===== src/rtl/wb_stage_if.sv =====
// Upstream memory-stage to writeback-stage handshake and payload bundle.
// The memory stage uses the master modport; wb_stage uses the slave modport.
`timescale 1ns/1ps
interface wb_stage_if #(
   parameter int XLEN   = 64,
   parameter int RIDX_W = 5
);
   logic              i_wb_memoryed_req;
   logic              o_wb_memoryed_ack;
   logic [XLEN-1:0]   i_wb_pc;
   logic [31:0]       i_wb_inst;
   logic [RIDX_W-1:0] i_wb_rd;
   logic              i_wb_rd_wen;
   logic [XLEN-1:0]   i_wb_rd_wdata;
   logic              i_wb_nocmt;
   logic              i_wb_skipcmt;
   logic [XLEN-1:0]   i_wb_a0;

   modport master (
      output i_wb_memoryed_req, i_wb_pc, i_wb_inst, i_wb_rd, i_wb_rd_wen,
             i_wb_rd_wdata, i_wb_nocmt, i_wb_skipcmt, i_wb_a0,
      input  o_wb_memoryed_ack
   );

   modport slave (
      input  i_wb_memoryed_req, i_wb_pc, i_wb_inst, i_wb_rd, i_wb_rd_wen,
             i_wb_rd_wdata, i_wb_nocmt, i_wb_skipcmt, i_wb_a0,
      output o_wb_memoryed_ack
   );
endinterface


===== src/rtl/wb_stage.sv =====
// Writeback stage: registers one retired instruction per handshake, drives the
// register-file/forwarding/commit buses a cycle later, and keeps cycle/instret.
// Optional simulation-trap halt is enabled by defining WB_TRAP_EN.
`timescale 1ns/1ps
module wb_stage #(
   parameter int XLEN   = 64,
   parameter int RIDX_W = 5
) (
   input  logic              clk,
   input  logic              rst,
   wb_stage_if.slave         up,
   output logic              o_rf_wen,
   output logic [RIDX_W-1:0] o_rf_waddr,
   output logic [XLEN-1:0]   o_rf_wdata,
   output logic              o_fwd_valid,
   output logic [RIDX_W-1:0] o_fwd_rd,
   output logic [XLEN-1:0]   o_fwd_data,
   output logic              o_cmt_valid,
   output logic              o_cmt_skip,
   output logic [XLEN-1:0]   o_cmt_pc,
   output logic [31:0]       o_cmt_inst,
   output logic [XLEN-1:0]   o_cycle_cnt,
   output logic [XLEN-1:0]   o_instret_cnt,
   output logic              o_halt,
   output logic [XLEN-1:0]   o_halt_code
);

   logic              valid_q;
   logic [XLEN-1:0]   pc_q;
   logic [31:0]       inst_q;
   logic [RIDX_W-1:0] rd_q;
   logic              rd_wen_q;
   logic [XLEN-1:0]   wdata_q;
   logic              nocmt_q;
   logic              skipcmt_q;
   logic [XLEN-1:0]   cycle_q;
   logic [XLEN-1:0]   instret_q;
   logic              hs;
   logic              rf_wen;
   logic              cmt_valid;

   assign hs = up.i_wb_memoryed_req & up.o_wb_memoryed_ack;

   // Pipeline register plus the free-running cycle and retired-instruction counters.
   always_ff @(posedge clk) begin
      if (rst) begin
         valid_q   <= 1'b0;
         pc_q      <= '0;
         inst_q    <= '0;
         rd_q      <= '0;
         rd_wen_q  <= 1'b0;
         wdata_q   <= '0;
         nocmt_q   <= 1'b0;
         skipcmt_q <= 1'b0;
         cycle_q   <= '0;
         instret_q <= '0;
      end else begin
         valid_q <= hs;
         if (hs) begin
            pc_q      <= up.i_wb_pc;
            inst_q    <= up.i_wb_inst;
            rd_q      <= up.i_wb_rd;
            rd_wen_q  <= up.i_wb_rd_wen;
            wdata_q   <= up.i_wb_rd_wdata;
            nocmt_q   <= up.i_wb_nocmt;
            skipcmt_q <= up.i_wb_skipcmt;
         end
         cycle_q <= cycle_q + XLEN'(1);
         if (cmt_valid) begin
            instret_q <= instret_q + XLEN'(1);
         end
      end
   end

   // Gating with rst discards an in-flight instruction the moment reset is raised.
   assign rf_wen    = valid_q & rd_wen_q & (rd_q != '0) & ~rst;
   assign cmt_valid = valid_q & ~nocmt_q & ~rst;

   assign o_rf_wen      = rf_wen;
   assign o_rf_waddr    = rf_wen ? rd_q : '0;
   assign o_rf_wdata    = rf_wen ? wdata_q : '0;
   assign o_fwd_valid   = rf_wen;
   assign o_fwd_rd      = rf_wen ? rd_q : '0;
   assign o_fwd_data    = rf_wen ? wdata_q : '0;
   assign o_cmt_valid   = cmt_valid;
   assign o_cmt_skip    = cmt_valid & skipcmt_q;
   assign o_cmt_pc      = cmt_valid ? pc_q : '0;
   assign o_cmt_inst    = cmt_valid ? inst_q : '0;
   assign o_cycle_cnt   = cycle_q;
   assign o_instret_cnt = instret_q;

`ifdef WB_TRAP_EN
   localparam logic [31:0] TRAP_INST = 32'h0000_006b;

   logic            halted_q;
   logic [XLEN-1:0] halt_code_q;

   // Sticky halt: the first committed trap captures a0 and blocks further intake.
   always_ff @(posedge clk) begin
      if (rst) begin
         halted_q    <= 1'b0;
         halt_code_q <= '0;
      end else if (cmt_valid && (inst_q == TRAP_INST) && !halted_q) begin
         halted_q    <= 1'b1;
         halt_code_q <= up.i_wb_a0;
      end
   end

   assign up.o_wb_memoryed_ack = ~halted_q;
   assign o_halt               = halted_q;
   assign o_halt_code          = halt_code_q;
`else
   logic unused_a0;

   assign unused_a0            = ^up.i_wb_a0;
   assign up.o_wb_memoryed_ack = 1'b1;
   assign o_halt               = 1'b0;
   assign o_halt_code          = '0;
`endif

endmodule


===== src/flat_wrapper.sv =====
// flat-port wrapper written by rule: the top's interface ports become plain ports
module wb_stage_flat 
#(
   parameter int XLEN   = 64,
   parameter int RIDX_W = 5
)
  (clk, rst, o_rf_wen, o_rf_waddr, o_rf_wdata, o_fwd_valid, o_fwd_rd, o_fwd_data, o_cmt_valid, o_cmt_skip, o_cmt_pc, o_cmt_inst, o_cycle_cnt, o_instret_cnt, o_halt, o_halt_code, up_i_wb_memoryed_req, up_i_wb_pc, up_i_wb_inst, up_i_wb_rd, up_i_wb_rd_wen, up_i_wb_rd_wdata, up_i_wb_nocmt, up_i_wb_skipcmt, up_i_wb_a0, up_o_wb_memoryed_ack);
  wb_stage_if #(.XLEN(XLEN), .RIDX_W(RIDX_W)) up_i ();
  input  logic clk;
  input  logic rst;
  output logic o_rf_wen;
  output logic [RIDX_W-1:0] o_rf_waddr;
  output logic [XLEN-1:0] o_rf_wdata;
  output logic o_fwd_valid;
  output logic [RIDX_W-1:0] o_fwd_rd;
  output logic [XLEN-1:0] o_fwd_data;
  output logic o_cmt_valid;
  output logic o_cmt_skip;
  output logic [XLEN-1:0] o_cmt_pc;
  output logic [31:0] o_cmt_inst;
  output logic [XLEN-1:0] o_cycle_cnt;
  output logic [XLEN-1:0] o_instret_cnt;
  output logic o_halt;
  output logic [XLEN-1:0] o_halt_code;
  input wire logic [$bits(up_i.i_wb_memoryed_req)-1:0] up_i_wb_memoryed_req;
  input wire logic [$bits(up_i.i_wb_pc)-1:0] up_i_wb_pc;
  input wire logic [$bits(up_i.i_wb_inst)-1:0] up_i_wb_inst;
  input wire logic [$bits(up_i.i_wb_rd)-1:0] up_i_wb_rd;
  input wire logic [$bits(up_i.i_wb_rd_wen)-1:0] up_i_wb_rd_wen;
  input wire logic [$bits(up_i.i_wb_rd_wdata)-1:0] up_i_wb_rd_wdata;
  input wire logic [$bits(up_i.i_wb_nocmt)-1:0] up_i_wb_nocmt;
  input wire logic [$bits(up_i.i_wb_skipcmt)-1:0] up_i_wb_skipcmt;
  input wire logic [$bits(up_i.i_wb_a0)-1:0] up_i_wb_a0;
  output wire logic [$bits(up_i.o_wb_memoryed_ack)-1:0] up_o_wb_memoryed_ack;
  assign up_i.i_wb_memoryed_req = up_i_wb_memoryed_req;
  assign up_i.i_wb_pc = up_i_wb_pc;
  assign up_i.i_wb_inst = up_i_wb_inst;
  assign up_i.i_wb_rd = up_i_wb_rd;
  assign up_i.i_wb_rd_wen = up_i_wb_rd_wen;
  assign up_i.i_wb_rd_wdata = up_i_wb_rd_wdata;
  assign up_i.i_wb_nocmt = up_i_wb_nocmt;
  assign up_i.i_wb_skipcmt = up_i_wb_skipcmt;
  assign up_i.i_wb_a0 = up_i_wb_a0;
  assign up_o_wb_memoryed_ack = up_i.o_wb_memoryed_ack;
  wb_stage #(.XLEN(XLEN), .RIDX_W(RIDX_W)) u_core (.clk(clk), .rst(rst), .up(up_i), .o_rf_wen(o_rf_wen), .o_rf_waddr(o_rf_waddr), .o_rf_wdata(o_rf_wdata), .o_fwd_valid(o_fwd_valid), .o_fwd_rd(o_fwd_rd), .o_fwd_data(o_fwd_data), .o_cmt_valid(o_cmt_valid), .o_cmt_skip(o_cmt_skip), .o_cmt_pc(o_cmt_pc), .o_cmt_inst(o_cmt_inst), .o_cycle_cnt(o_cycle_cnt), .o_instret_cnt(o_instret_cnt), .o_halt(o_halt), .o_halt_code(o_halt_code));
endmodule

===== config.mk =====
export PLATFORM = sky130hd
export DESIGN_NAME = wb_stage_flat
export DESIGN_NICKNAME = d
export VERILOG_FILES = /design/src/rtl/wb_stage_if.sv /design/src/rtl/wb_stage.sv /design/src/flat_wrapper.sv
export SDC_FILE = /design/constraint.sdc
export NUM_CORES = 1
export LEC_CHECK = 0
export ABC_CLOCK_PERIOD_IN_PS = 1940
export CAP_MARGIN = 15
export CORE_AREA = 2 2 256 258
export DETAILED_ROUTE_END_ITERATION = 12
export DIE_AREA = 0 0 258 260
export PLACE_DENSITY = 0.61
export SLEW_MARGIN = 15
export SYNTH_ARGS = -nofsm -noshare
export SYNTH_HDL_FRONTEND = slang
export SYNTH_SLANG_ARGS = --single-unit

===== constraint.sdc =====
create_clock -name clk -period 1.94 [get_ports clk]
set_input_delay 0.291 -clock clk [delete_from_list [all_inputs] [get_ports clk]]
set_output_delay 0.291 -clock clk [all_outputs]
set_load 0.005 [all_outputs]

[After elaboration in Yosys (flattened, before gate mapping)]
Cells that the tools add are included.
Storage, ports and cells
  register bits after elaboration: 297
  bits of input ports: 235
  output and inout bits: 432
  word-level logic and storage cells: 25
Operators by class
  $add $sub $neg: 2
  muxes and demuxes: 4
  bitwise logic cells: 8
  reductions and logical operators: 1
Operators by type and width (number)
  $add A64 B1 Y64 const B: 2
  $mux W64: 2
  $mux W32: 1
  $and A1 B1 Y1: 6
  $mux W5: 1
  $reduce_bool A5 Y1: 1
  $not A1 Y1: 2

[Logic depth before layout (Yosys ltp)]
Gate-level depths: netlist of run 1.
  depth after elaboration: 4
  gate-level depth with buffers: 8
  gate-level depth less buffers: 6

[Worst setup path after synthesis of run 1]
Ideal clock, no wire load.
  path kind: reg2reg
  start: register u_core.nocmt_q
  end: register u_core.instret_q[62], in the netlist u_core.o_instret_cnt[62]
  library setup time: 0.071 ns
  arrival: 2.051 ns
  required time: 1.869 ns
  setup slack: -0.182 ns
  stages on the path, launching flop included: 8
  path buffers: 2
  clock period less this slack: 2.122 ns
  cells stage by stage: dfxtp_1 -> or3b_1 -> buf_6 -> nor4_4 -> nand4_4 -> buf_2 -> or3_1 -> a21oi_1
Between the ends
  longest elaborated chain between the ends: 3
Ends and longest elaborated chain
  start: declaration: RTL line wb_stage.sv:34  | logic nocmt_q;
  start signal: assignment: RTL line wb_stage.sv:65  | nocmt_q <= up.i_wb_nocmt;
  $not A1 Y1: RTL line wb_stage.sv:77  | assign cmt_valid = valid_q & ~nocmt_q & ~rst;
  $and A1 B1 Y1 (2 in a row): RTL line wb_stage.sv:77
  end signal: assignment: RTL line wb_stage.sv:70  | instret_q <= instret_q + XLEN'(1);
  end: declaration: RTL line wb_stage.sv:37  | logic [XLEN-1:0] instret_q;
No other way between the ends.
A chain may end at the register's enable or synchronous reset.

[Final worst setup path of run 1]
  start: register u_core.valid_q
  end: output o_cmt_pc[58]
Between the ends
  longest elaborated chain between the ends: 3
Ends and longest elaborated chain
  start: declaration: RTL line wb_stage.sv:28  | logic valid_q;
  start signal: assignment: RTL line wb_stage.sv:58  | valid_q <= hs;
  $and A1 B1 Y1 (2 in a row): RTL line wb_stage.sv:77
  $mux W64: RTL line wb_stage.sv:87  | assign o_cmt_pc = cmt_valid ? pc_q : '0;
  end: declaration: RTL line flat_wrapper.sv:19  | output logic [XLEN-1:0] o_cmt_pc;
No other way between the ends.

==> results.json, run 1 <==
{
  "status": "finished with violations",
  "violations": "negative setup slack",
  "arrival_ps": 2360,
  "pre_cts_ws_ps": -387,
  "drt_wl_total_um": 51900,
  "wl_per_cell_um": 16.6,
  "hold_start": "up_i_wb_memoryed_req",
  "cp_common_cell": "buf_12",
  "r2r-end": "u_core.o_instret_cnt[48]",
  "dpl-instance-area_um2": 20800,
  "critical_path.cell_chain": "buf_4 > or3b_4 > clkinv_4 > buf_12 > buf_12 > buf_12 > buf_12 > and2_4 > dlygate4sd2_1",
  "cts-root-buf": "clkbuf_16",
  "finalPower_mw": 14.9,
  "nFillCells": 6516,
  "grt_max_degree": 134,
  "timing.rr.start": "u_core.valid_q",
  "ir_drop_v": 0.000464,
  "skew_ps": 10.4,
  "fin_hold_ws_ps": 239,
  "r2r_slack_ps": -260,
  "die_w_um": 258,
  "maxSlewViolCount": 0,
  "yosys_warnings": 0,
  "final_util": 0.354,
  "synth_area_per_cell_um2": 8.81,
  "nNetsFinal": 2477,
  "comb_power_share": 0.083,
  "netlist_instances": 1575,
  "htree_levels": 2,
  "core_area_um2": 64100,
  "fp.dieH_um": 260,
  "start_kind": "register",
  "area_growth_pct": 63.8,
  "leakagePower_nw": 10.4,
  "criticalPathCategory": "reg -> out",
  "seqPwrFrac": 0.433,
  "finalCritPeriodShare": 1.37,
  "p_int_mw": 11.5,
  "crit_end": "o_cmt_pc[58]",
  "syn_area_um2": 13900,
  "antenna_found_initial": 7,
  "path_delay_family": "buffers and inverters",
  "reg2reg_depth": 8,
  "numCtsBuffers": 37,
  "hp-class": "in -> reg",
  "hold_violations": 0,
  "path_clk_slew_ps": 60,
  "clockBufferDepth": 3,
  "ys_types": 36,
  "netSwitchingFraction": 0.229,
  "dp_hpwl_um": 37700,
  "cts_tree": "yes",
  "critPathMaxFanout": 22,
  "maxCapViolCount": 0,
  "grt_first_pass_wirelength_um": 75000,
  "io_buffers": 536,
  "drc_errors": 0,
  "via_per_inst": 4.26,
  "seq_area_frac_synth": 0.428,
  "initial_core_util": 0.216,
  "first_pass_iters": 5,
  "power_frac_clock": 0.484,
  "diodes": 0,
  "via_count": 13300,
  "dieArea_um2": 67100,
  "drive_gt1_frac": 0.255,
  "grt_usage": 0.141,
  "worstSkewPairLatency_ps": 540,
  "clock-sinks": 297,
  "switchingPower_mw": 3.41,
  "setup_slack_ps": -712,
  "grt_pass1_vias": 13000,
  "final_antenna_net_count": 0,
  "rows": 93,
  "cp_num_buf_inv": 7,
  "setup_viol": 280,
  "crit_slowest_cell": "or3b_4",
  "ys_ff_latch": 297,
  "rsz0062_at_grt": "yes",
  "slowest_delay_ps": 390,
  "fmax_mhz": 377,
  "slew_headroom": 0.477,
  "crit_start": "u_core.valid_q",
  "cp_num_cells": 9,
  "mostFrequentLayoutCell": "clkdlybuf4s50_1",
  "stdcell_area_um2": 22700,
  "final_cell_mix": "clkdlybuf4s50_1 (303), dfxtp_1 (290), nor2_1 (252)",
  "globalplace.congestion": 0.853,
  "end_kind": "primary output",
  "post-route-min-period_ps": 2650,
  "drtIter0Drc": 581,
  "io_pins": 667,
  "grt.overflow.total": 0,
  "cellPowerDensity_nw_per_um2": 655,
  "worstPathRequired_ps": 1650,
  "worst_pin_slew_ps": 785
}
## final cells by class
class / instances / area [um^2] / share of cell area
timing repair buffer: 775 / 7290 / 0.321
multi-input combinational: 1119 / 7090 / 0.312
inverter: 10 / 42.5 / 0.00187
tap: 855 / 1070 / 0.0471
clock inverter: 12 / 148 / 0.00650
clock buffer: 53 / 1130 / 0.0497
sequential: 297 / 5960 / 0.262
## power by group through the flow
stage	Sequential (mW)	Combinational [mW]	Clock [mW]
CTS	6.45	1.19	7.50
finish	6.45	1.24	7.20
floorplan	6.52	0.643	0
global route	6.47	1.35	7.73
detailed placement	6.57	1.18	0
global placement	6.57	1.15	0
## worst min-delay path by stage
stage,to,cells after the start
2_1_floorplan,u_core.inst_q[0],2
4_1_cts,u_core.inst_q[6],3
5_1_grt,u_core.pc_q[11],3
3_5_place_dp,u_core.inst_q[5],2
6_report,u_core.pc_q[21],3
3_3_place_gp,u_core.wdata_q[40],2
## metal layers
layer / wire, um / global-route usage
met4: 1380 / 0.0382
met5: 58 / 0
met2: 25800 / 0.253
met1: 21100 / 0.164
met3: 3530 / 0.0390
## cells by family (layout without fill, tap and decap cells)
group           after synthesis  count (layout)  share of synthesized area
fa+ha+maj                     2               2                    0.00180
flops                       297             297                      0.428
mux                         168             168                      0.121
compound gates              120             120                     0.0454
other cells                   2              66                   0.000541
buf+inv                     223             850                     0.0978
simple gates                697             697                      0.263
xor+xnor                     66              66                     0.0417
## Yosys cell counts, drive strengths merged
cell	number	share of area
dfxtp	297	0.43
nor2	253	0.068
mux2i	168	0.12
and2	167	0.075
buf	155	0.079
nand4	69	0.032
a21oi	60	0.022
clkbuf	58	0.016
xor2	54	0.034
o21ai	48	0.017
or3	48	0.022
nand2	46	0.012
nand3	43	0.016
and3	18	0.0081
nor4	15	0.010
nor3	12	0.0050
o31ai	12	0.0065
or4	12	0.0065
xnor2	12	0.0076
inv	10	0.0027
and4	4	0.0025
nor2b	3	0.0014
or2	3	0.0014
conb	2	0.00054
ha	2	0.0018
nand2b	1	0.00045
nand4b	1	0.00063
nand4bb	1	0.00081
or3b	1	0.00063
## repair_timing
| item | CTS | global route |
|---|---|---|
| buffers inserted | 2 | 39 |
| pin swaps | 0 | 31 |
| gates cloned | 1 | 10 |
| gates resized for setup | 134 | 480 |
| hold buffers | 0 | 0 |
| setup endpoints to repair | 297 | 320 |
## worst reg2reg max path, delay by kind of cell, from the launching register on
family,cells,cell delay [ps]
AOI/OAI and AO/OA,1,160
buffers and inverters,3,500
and+or+nand+nor,4,1110
DFF,1,340
## sequential cells by signal (all words and copies together) (netlist names)
name                  cells
u_core.rd_wen_q           1
u_core.wdata_q           64
u_core.inst_q            32
u_core.rd_q               5
u_core.o_instret_cnt     64
u_core.nocmt_q            1
u_core.pc_q              64
u_core.valid_q            1
u_core.skipcmt_q          1
u_core.o_cycle_cnt       64
## per-stage QoR
stage	cells	TNS (ps)
after CTS	3072	-186150
after global routing	3121	-140070
final	3121	-100310
after detailed placement	3004	-87830
after floorplan	1639	-169
after global placement	3004	-82260
(Power assumes the default switching activity.)
==> run 2, diff against run 1 <==
--- a/config.mk
+++ b/config.mk
@@ -10,6 +10,7 @@
 export CORE_AREA = 2 2 256 258
 export DETAILED_ROUTE_END_ITERATION = 12
 export DIE_AREA = 0 0 258 260
+export GPL_ROUTABILITY_DRIVEN = 0
 export PLACE_DENSITY = 0.61
 export SLEW_MARGIN = 15
 export SYNTH_ARGS = -nofsm -noshare
==> results of run 2 <==
No change in the layout: final DEF, timing and power equal those of run 1.
==> run 3, diff against run 2 <==
==> constraint.sdc (replaced) <==
create_clock -name clk -period 1.94 [get_ports clk]
set_input_delay 0.388 -clock clk [delete_from_list [all_inputs] [get_ports clk]]
set_output_delay 0.388 -clock clk [all_outputs]
set_load 0.005 [all_outputs]
==> results.json, run 3 (synthesized netlist as in run 1, its figures left out) <==
{
  "cts-root-buf": "clkbuf_16",
  "grt_max_degree": 142,
  "final_antenna_net_count": 0,
  "setup_viol": 302,
  "cp_num_buf_inv": 4,
  "core_area_um2": 64100,
  "skew_ps": 24.0,
  "cts_tree": "yes",
  "die_w_um": 258,
  "worst_pin_slew_ps": 769,
  "ir_drop_v": 0.000514,
  "nNetsFinal": 2489,
  "maxSlewViolCount": 0,
  "rows": 93,
  "wl_per_cell_um": 16.7,
  "dp_hpwl_um": 37400,
  "hold_violations": 0,
  "crit_slowest_cell": "clkdlybuf4s50_1",
  "antenna_found_initial": 6,
  "grt_first_pass_wirelength_um": 75700,
  "dieArea_um2": 67100,
  "clock-sinks": 297,
  "critical_path.cell_chain": "or3b_4 > clkinv_8 > buf_12 > buf_12 > and2_1 > clkdlybuf4s50_1",
  "via_count": 13400,
  "end_kind": "primary output",
  "critPathMaxFanout": 6,
  "clockBufferDepth": 3,
  "first_pass_iters": 5,
  "drc_errors": 0,
  "cellPowerDensity_nw_per_um2": 642,
  "path_clk_slew_ps": 60,
  "dp.cells": 3017,
  "slew_headroom": 0.487,
  "start_kind": "register",
  "finalCritPeriodShare": 1.38,
  "mostFrequentLayoutCell": "clkdlybuf4s50_1",
  "seq_area_um2": 5950,
  "nFillCells": 6467,
  "pre_cts_ws_ps": -738,
  "final_cell_mix": "clkdlybuf4s50_1 (311), dfxtp_1 (294), nor2_1 (251)",
  "criticalPathCategory": "reg -> out",
  "violations": "negative setup slack",
  "grt_pass1_vias": 13100,
  "worstSkewPairLatency_ps": 540,
  "fp.dieH_um": 260,
  "via_per_inst": 4.29,
  "status": "finished with violations",
  "setup_slack_ps": -739,
  "multi_input_area_um2": 7120,
  "area_growth_pct": 64.2,
  "slowest_delay_ps": 510,
  "worstPathRequired_ps": 1550,
  "leakagePower_nw": 10.0,
  "initial_core_util": 0.216,
  "io_pins": 667,
  "hp-class": "in -> reg",
  "drtIter0Drc": 590,
  "grt.overflow.total": 0,
  "finalNonFillerCells": 3128,
  "numCtsBuffers": 37,
  "maxCapViolCount": 0,
  "io_buffers": 536,
  "grt_usage": 0.143,
  "drt_wl_total_um": 52200,
  "final_util": 0.356,
  "htree_levels": 2,
  "path_delay_family": "buffers and inverters",
  "drive_gt1_frac": 0.255,
  "cp_common_cell": "buf_12",
  "arrival_ps": 2290,
  "post-route-min-period_ps": 2680,
  "fmax_mhz": 373,
  "rsz0062_at_grt": "yes"
}
-- run 3: area by class of cell --
| class | instances | share of cell area |
|---|---|---|
| repair buffers | 787 | 0.325 |
| inverters | 10 | 0.00220 |
| well taps | 855 | 0.0469 |
| multi-input cells | 1119 | 0.312 |
| clock buffers | 53 | 0.0486 |
| diodes | 1 | 0.000110 |
| clock inverters | 6 | 0.00423 |
| flip-flops and latches | 297 | 0.261 |
-- run 3: metrics by stage --
step / total power [mW] / area (um^2) / hold WS (ps) / TNS [ps]
after floorplan: 7.16 / 14200 / 452 / -390
after global placement: 7.73 / 21000 / 464 / -142950
after detailed placement: 7.75 / 21000 / 476 / -137650
after CTS: 14.8 / 22500 / 219 / -180390
after global routing: 15.2 / 22800 / 245 / -159440
final: 14.6 / 22800 / 260 / -118590
-- run 3: metal layers --
metal | routed length (um) | up-vias | track usage | share of wire
li1 | - | 6523 | - | -
met1 | 21700 | 6347 | 0.170 | 0.42
met5 | 14 | - | 0 | 0.00027
met3 | 3110 | 80 | 0.0331 | 0.060
met4 | 1320 | 2 | 0.0451 | 0.025
met2 | 26100 | 463 | 0.255 | 0.50
-- run 3: report_power, final --
| group | internal [mW] | leakage, nW | switching (mW) |
|---|---|---|---|
| Clock | 4.20 | 0.585 | 2.69 |
| Sequential | 6.32 | 2.43 | 0.134 |
| Combinational | 0.745 | 6.98 | 0.539 |
| Total | 11.3 | 10.0 | 3.36 |
-- run 3: path summary, 6_finish.rpt --
kind	endpoint	cells after the start	slack, ps	start
worst min-delay path	u_core.rd_wen_q	3	260	rst
worst max-delay path	o_cmt_pc[63]	6	-740	u_core.valid_q
worst min register to register	u_core.wdata_q[45]	2	480	u_core.wdata_q[45]
worst max register to register	u_core.o_instret_cnt[57]	8	-250	u_core.nocmt_q
-- run 3: timing repair --
action	4_1_cts	5_1_grt
gates cloned	6	8
pin swaps	3	22
gates resized for setup	253	380
hold buffers	0	0
endpoints found under the setup margin	349	398
buffers inserted	3	34
-- run 3: worst reg2reg max path, cell delays in order, from the launching register on --
cell	delay, ps
dfxtp_1	310
buf_4	130
nand4bb_1	240
nor4_1	370
buf_4	170
nand4_1	90
buf_4	220
or4_1	420
a21oi_1	160
